--- src/rtl/fp_issue_sequencer.sv ---
// FP issue sequencer: registers one FP op, drives the FP32 execution unit until done
// (or watchdog), then holds the response until the writeback stage consumes it.
module fp_issue_sequencer #(
  parameter int unsigned TAG_WIDTH      = 5,
  parameter int unsigned TIMEOUT_CYCLES = 63  // legal range 1..255
) (
  input  logic                 clk_i,
  input  logic                 rst_ni,
  input  logic                 flush_i,
  input  logic [2:0]           frm_i,
  // Issue side
  input  logic                 reqValid_i,
  output logic                 reqReady_o,
  input  logic [TAG_WIDTH-1:0] reqTag_i,
  input  logic [2:0]           reqUnit_i,        // FpUnitType
  input  logic [3:0]           reqCommand_i,     // FpUnitCommand
  input  logic [2:0]           reqRoundingMode_i,
  input  logic [31:0]          reqIntSrc1_i,
  input  logic [31:0]          reqIntSrc2_i,
  input  logic [31:0]          reqFpSrc1_i,
  input  logic [31:0]          reqFpSrc2_i,
  input  logic [31:0]          reqFpSrc3_i,
  // Execution unit side
  output logic                 fpuEnable_o,
  output logic                 fpuFlush_o,
  output logic [2:0]           fpuUnit_o,
  output logic [3:0]           fpuCommand_o,
  output logic [2:0]           fpuRoundingMode_o,
  output logic [31:0]          fpuIntSrc1_o,
  output logic [31:0]          fpuIntSrc2_o,
  output logic [31:0]          fpuFpSrc1_o,
  output logic [31:0]          fpuFpSrc2_o,
  output logic [31:0]          fpuFpSrc3_o,
  input  logic [31:0]          fpuIntResult_i,
  input  logic [31:0]          fpuFpResult_i,
  input  logic                 fpuWriteFlags_i,
  input  logic [4:0]           fpuFlagsValue_i,  // fflags_t
  input  logic                 fpuDone_i,
  // Writeback side
  output logic                 rspValid_o,
  input  logic                 rspReady_i,
  output logic [TAG_WIDTH-1:0] rspTag_o,
  output logic [31:0]          rspIntResult_o,
  output logic [31:0]          rspFpResult_o,
  output logic                 rspWriteFlags_o,
  output logic [4:0]           rspFlags_o,
  output logic                 rspIllegal_o,
  output logic                 rspTimeout_o
);

  typedef enum logic [1:0] {StIdle, StExec, StHold} state_e;

  localparam logic [7:0] TimeoutLast = 8'(TIMEOUT_CYCLES - 1);

  state_e               state_q, state_d;
  logic [7:0]           cnt_q, cnt_d;
  logic                 load_req;
  logic [2:0]           rm_res;

  logic [TAG_WIDTH-1:0] tag_q;
  logic [2:0]           unit_q;
  logic [3:0]           cmd_q;
  logic [2:0]           rm_q;
  logic [31:0]          isrc1_q, isrc2_q, fsrc1_q, fsrc2_q, fsrc3_q;

  logic [31:0]          rsp_int_q, rsp_int_d;
  logic [31:0]          rsp_fp_q, rsp_fp_d;
  logic                 rsp_wf_q, rsp_wf_d;
  logic [4:0]           rsp_flags_q, rsp_flags_d;
  logic                 rsp_illegal_q, rsp_illegal_d;
  logic                 rsp_timeout_q, rsp_timeout_d;

  // rm=3'b111 selects the dynamic rounding mode from fcsr.frm
  assign rm_res = (reqRoundingMode_i == 3'b111) ? frm_i : reqRoundingMode_i;

  // Next-state, watchdog counter and response capture
  always_comb begin
    state_d       = state_q;
    cnt_d         = cnt_q;
    load_req      = 1'b0;
    rsp_int_d     = rsp_int_q;
    rsp_fp_d      = rsp_fp_q;
    rsp_wf_d      = rsp_wf_q;
    rsp_flags_d   = rsp_flags_q;
    rsp_illegal_d = rsp_illegal_q;
    rsp_timeout_d = rsp_timeout_q;
    if (flush_i) begin
      // Flush overrides everything, including a same-cycle request or rspReady
      state_d       = StIdle;
      rsp_illegal_d = 1'b0;
      rsp_timeout_d = 1'b0;
    end else begin
      unique case (state_q)
        StIdle: begin
          if (reqValid_i) begin
            load_req = 1'b1;
            if (rm_res >= 3'd5) begin
              // Reserved rounding mode: report without ever enabling the unit
              state_d       = StHold;
              rsp_int_d     = '0;
              rsp_fp_d      = '0;
              rsp_wf_d      = 1'b0;
              rsp_flags_d   = '0;
              rsp_illegal_d = 1'b1;
              rsp_timeout_d = 1'b0;
            end else begin
              state_d = StExec;
              cnt_d   = '0;
            end
          end
        end
        StExec: begin
          cnt_d = cnt_q + 8'd1;
          if (fpuDone_i) begin
            state_d       = StHold;
            rsp_int_d     = fpuIntResult_i;
            rsp_fp_d      = fpuFpResult_i;
            rsp_wf_d      = fpuWriteFlags_i;
            rsp_flags_d   = fpuFlagsValue_i;
            rsp_illegal_d = 1'b0;
            rsp_timeout_d = 1'b0;
          end else if (cnt_q == TimeoutLast) begin
            state_d       = StHold;
            rsp_int_d     = '0;
            rsp_fp_d      = '0;
            rsp_wf_d      = 1'b0;
            rsp_flags_d   = '0;
            rsp_illegal_d = 1'b0;
            rsp_timeout_d = 1'b1;
          end
        end
        StHold: begin
          if (rspReady_i) state_d = StIdle;
        end
        default: state_d = StIdle;
      endcase
    end
  end

  // State, counter and response registers
  always_ff @(posedge clk_i or negedge rst_ni) begin
    if (!rst_ni) begin
      state_q       <= StIdle;
      cnt_q         <= '0;
      rsp_int_q     <= '0;
      rsp_fp_q      <= '0;
      rsp_wf_q      <= 1'b0;
      rsp_flags_q   <= '0;
      rsp_illegal_q <= 1'b0;
      rsp_timeout_q <= 1'b0;
    end else begin
      state_q       <= state_d;
      cnt_q         <= cnt_d;
      rsp_int_q     <= rsp_int_d;
      rsp_fp_q      <= rsp_fp_d;
      rsp_wf_q      <= rsp_wf_d;
      rsp_flags_q   <= rsp_flags_d;
      rsp_illegal_q <= rsp_illegal_d;
      rsp_timeout_q <= rsp_timeout_d;
    end
  end

  // Operand registers: loaded only on accept, so they hold through EXEC and afterwards
  always_ff @(posedge clk_i or negedge rst_ni) begin
    if (!rst_ni) begin
      tag_q   <= '0;
      unit_q  <= '0;
      cmd_q   <= '0;
      rm_q    <= '0;
      isrc1_q <= '0;
      isrc2_q <= '0;
      fsrc1_q <= '0;
      fsrc2_q <= '0;
      fsrc3_q <= '0;
    end else if (load_req) begin
      tag_q   <= reqTag_i;
      unit_q  <= reqUnit_i;
      cmd_q   <= reqCommand_i;
      rm_q    <= rm_res;
      isrc1_q <= reqIntSrc1_i;
      isrc2_q <= reqIntSrc2_i;
      fsrc1_q <= reqFpSrc1_i;
      fsrc2_q <= reqFpSrc2_i;
      fsrc3_q <= reqFpSrc3_i;
    end
  end

  assign reqReady_o        = (state_q == StIdle) && rst_ni;
  assign fpuEnable_o       = (state_q == StExec);
  assign fpuFlush_o        = flush_i;
  assign fpuUnit_o         = unit_q;
  assign fpuCommand_o      = cmd_q;
  assign fpuRoundingMode_o = rm_q;
  assign fpuIntSrc1_o      = isrc1_q;
  assign fpuIntSrc2_o      = isrc2_q;
  assign fpuFpSrc1_o       = fsrc1_q;
  assign fpuFpSrc2_o       = fsrc2_q;
  assign fpuFpSrc3_o       = fsrc3_q;

  assign rspValid_o      = (state_q == StHold);
  assign rspTag_o        = tag_q;
  assign rspIntResult_o  = rsp_int_q;
  assign rspFpResult_o   = rsp_fp_q;
  assign rspWriteFlags_o = rsp_wf_q;
  assign rspFlags_o      = rsp_flags_q;
  assign rspIllegal_o    = rsp_illegal_q;
  assign rspTimeout_o    = rsp_timeout_q;

endmodule

--- config.mk ---
export PLATFORM = sky130hd
export DESIGN_NAME = fp_issue_sequencer
export DESIGN_NICKNAME = d
export VERILOG_FILES = /design/src/rtl/fp_issue_sequencer.sv
export SDC_FILE = /design/constraint.sdc
export NUM_CORES = 1
export LEC_CHECK = 0
export BUFFER_PORTS_ARGS = -buffer_cell sky130_fd_sc_hd__buf_2
export CORE_AREA = 4 4 192 194
export CTS_CLUSTER_DIAMETER = 50
export CTS_CLUSTER_SIZE = 30
export DETAILED_ROUTE_END_ITERATION = 16
export DIE_AREA = 0 0 196 198
export SLEW_MARGIN = 10
export SYNTH_ARGS = -nofsm -noshare
export SYNTH_HDL_FRONTEND = slang
export SYNTH_SLANG_ARGS = --single-unit
--- constraint.sdc ---
create_clock -name clk_i -period 2.1 [get_ports clk_i]
set_clock_uncertainty 0.15 [all_clocks]
set_input_delay 0.105 -clock clk_i [delete_from_list [all_inputs] [get_ports clk_i]]
set_output_delay 0.105 -clock clk_i [all_outputs]
set_load 0.02 [all_outputs]
==> impl_metrics.py <==
metrics = {
    "sta": {
        "slew_viol_final": 0,
        "period_needed_ns": 2.02,
        "tns_ns": 0,
        "slew_headroom_pct": 39.3,
        "tightestPinTransition_ns": 0.907,
        "setup-violations-final": 0,
        "finalCritPeriodShare_pct": 96.1,
        "fmax_ghz": 0.495,
        "worst_slack_ns": 0.0811,
        "rsz0062_at_grt": "no",
        "hold_viol": 0,
    },
    "clocking": {
        "cts_sinks": 257,
        "clkSlewWorstSetupHoldPaths_ns": 0.07,
        "clk_path_buf_depth": 3,
        "cts-buffers-inserted": 31,
        "clk_latency_ns": 0.55,
        "htreeDepth": 1,
        "cts_tree": "yes",
        "root_buffer": "clkbuf_16",
        "post_cts_buffers": 0,
    },
    "placed_design": {
        "dpl.hpwl_um": 22900,
        "dp.cells": 1915,
        "pre_cts_slack_ns": 0.184,
        "numPortBuffers": 504,
        "gp_congestion": 0.819,
    },
    "yosys": {
        "synth_top_area_share_pct": 64.7,
        "synth_commonest_cells": "525 x nand2_1, 257 x dfrtp_1, 70 x a22o_1",
        "synth.most_common_cell": "nand2_1",
        "synth_warnings": 0,
        "synth_top_area_cell": "dfrtp_1",
        "syn_nets": 1240,
        "synth_area_um2": 9940,
        "yosysSeqAreaShare_pct": 64.7,
        "avgSynthCellArea_um2": 10.1,
        "synth_edf_count": 0,
        "synthCells": 984,
        "synth_ff_type": "dfrtp_1",
        "ys_ff_latch": 257,
        "synthTopCellsByArea": "dfrtp_1 65%, nand2_1 20%, a22o_1 6.2%",
        "synthDistinctLibCells": 37,
        "synthArstFlopShare_pct": 100,
    },
    "grt": {
        "gr-total-overflow": 0,
        "grt_pass1_vias": 10600,
        "grt_pass1_wl_um": 56500,
        "antenna_found_initial": 1,
        "grt_max_degree": 118,
        "grt_usage_pct": 17.7,
    },
    "finish": {
        "syn2layout_area_growth_pct": 66.1,
        "drive_gt1_share_pct": 33.6,
        "fillers": 3143,
        "finalNetCount": 1998,
        "fin_cells": 2228,
    },
    "detailed_routing": {
        "drt-initial-drc-count": 459,
        "drtPass1Iterations": 5,
        "route.vias.total": 10100,
        "drtAntennaViolNets": 0,
        "routed_wl_um": 36200,
        "avgRoutedWirePerCell_um": 16.2,
        "drcViolationCount": 0,
        "routed_via_density": 4.53,
    },
    "critical_path": {
        "worstPathArrival_ns": 2.36,
        "crit_required_ns": 2.44,
        "crit_start": "state_q[0]$_DFFE_PN0P_",
        "ff2ff_path_depth": 4,
        "crit_path_end_kind": "register",
        "crit_path_max_fanout": 9,
        "start_kind": "register",
        "crit_type": "reg2reg",
        "timing.rr.start": "state_q[0]$_DFFE_PN0P_",
    },
    "job": {
        "cap_violations": 0,
    },
    "floorplan": {
        "num_rows": 69,
        "fp.dieW_um": 196,
        "num_io_pins": 505,
        "die_height_um": 198,
        "start_util_pct": 28.2,
        "design.die.area_um2": 38800,
        "core_area_um2": 35200,
    },
    "power": {
        "switching_share_pct": 34.6,
        "p_seq_share_pct": 39.9,
        "power.leakage_nw": 9.08,
        "powerDensity_nw_per_um2": 979,
        "netSwitchingPower_mw": 5.59,
        "p_comb_share_pct": 27.0,
        "internal_power_mw": 10.6,
        "clkPwrFrac_pct": 33.1,
        "irDropWorstVdd_v": 0.000747,
    },
    "status": {
        "status": "complete, no violations",
    },
    "hold_path": {
        "hold_class": "in2async",
    },
}
-- per-layer routing --
metal  share of wire, %  GRT usage (%)  wire length, um  vias to the layer above
met2                 49           30.2            17600                      491
li1                   -              -                -                     4685
met1                 38           21.1            13900                     4820
met3                8.2           4.17             2970                       94
met5                  0              0                0                        -
met4                4.8           8.35             1740                        0
-- cells by family (layout without fill, tap and decap cells) --
group	after synthesis	count (layout)	share of synthesized area (%)
AND/OR/NAND/NOR	556	556	21.7
flip-flops	257	257	64.7
AO/OA/AOI/OAI	107	107	8.75
buffers and inverters	62	843	4.67
adder cells (fa/ha/maj)	2	2	0.252
other	0	2	0
-- critical path, cell delays in order, from the launching register on --
cell,delay (ns)
dfrtp_2,0.48
buf_4,0.20
or3b_2,0.46
a21oi_1,0.12
dlygate4sd3_1,0.55
-- layout by cell type, fill, tap and decap left out, types with 2 or more instances in the layout --
master | synthesis | layout
nand2_1 | 525 | 525
buf_2 | 13 | 503
dfrtp_1 | 257 | 256
dlygate4sd3_1 | 0 | 255
a22o_1 | 70 | 70
clkbuf_16 | 0 | 31
buf_4 | 3 | 14
o21ai_0 | 13 | 13
buf_12 | 0 | 10
a21oi_1 | 8 | 8
nor2_1 | 7 | 7
nand3_1 | 5 | 5
clkinv_4 | 0 | 5
inv_1 | 4 | 4
a31oi_1 | 4 | 4
inv_6 | 0 | 4
inv_8 | 0 | 4
nor2b_1 | 3 | 3
o31ai_1 | 3 | 3
diode_2 | 0 | 2
and3_2 | 1 | 2
or3_1 | 3 | 2
or4_1 | 2 | 2
or3b_2 | 2 | 2
ha_1 | 2 | 2
clkinvlp_4 | 0 | 2
clkinv_2 | 0 | 2
clkbuf_1 | 14 | 2
inv_12 | 0 | 2
clkbuf_8 | 0 | 2
-- path summary, 6_finish.rpt --
path,to,slack (ns)
max,rspTimeout_o$_DFFE_PN0P_,0.08
min,fpuFpSrc3_o[15]$_DFFE_PN0P_,0.04
max reg2reg,rspTimeout_o$_DFFE_PN0P_,0.08
min reg2reg,fpuIntSrc2_o[19]$_DFFE_PN0P_,0.32
max in group asynchronous,fpuIntSrc2_o[17]$_DFFE_PN0P_,0.47
min in group clk_i,fpuFpSrc1_o[8]$_DFFE_PN0P_,0.12
-- stage by stage --
step	hold WS (ns)	power [mW]	cell area (um^2)	utilization, %
finish	0.0361	16.2	16500	46.9
global route	0.0569	17.0	16500	46.9
CTS	0.0232	16.3	16500	46.9
detailed placement	-0.161	10.5	12900	36.7
global placement	-0.158	10.4	12900	36.7
floorplan	-0.341	8.70	9940	-
-- flip-flops by register name, summed over array words and instances, names as in the netlist --
signal	cells
rspWriteFlags_o	1
rspTag_o	5
fpuIntSrc1_o	32
fpuFpSrc1_o	32
fpuFpSrc3_o	32
rspFpResult_o	32
rspIntResult_o	32
rspFlags_o	5
fpuIntSrc2_o	32
cnt_q	8
fpuUnit_o	3
fpuCommand_o	4
fpuRoundingMode_o	3
fpuFpSrc2_o	32
state_q	2
rspIllegal_o	1
rspTimeout_o	1
-- layout make-up --
type	count	area (um^2)	share of cell area [%]
timing repair buffer	783	5390	32.6
antenna	2	5.00	0.0303
clock buffer	35	811	4.91
tap	461	577	3.49
multi-input combinational	665	3060	18.5
clock inverter	21	228	1.38
sequential	257	6430	38.9
inverter	4	15.0	0.0909
-- power by group through the flow --
| stage | registers [mW] | clock network (mW) | logic (mW) |
|---|---|---|---|
| 2_1_floorplan | 7.65 | 0 | 1.05 |
| 3_3_place_gp | 6.48 | 0 | 3.92 |
| 3_5_place_dp | 6.48 | 0 | 3.97 |
| 4_1_cts | 6.42 | 5.51 | 4.36 |
| 5_1_grt | 6.57 | 5.68 | 4.72 |
| 6_report | 6.45 | 5.35 | 4.37 |
-- repair_timing --
item | in CTS | in global routing
endpoints found under the hold margin | 514 | 0
gates resized for setup | 0 | 1
endpoints found under the setup margin | 0 | 1
hold buffers | 255 | 0
No activity file was read; power rests on OpenSTA's default activity.
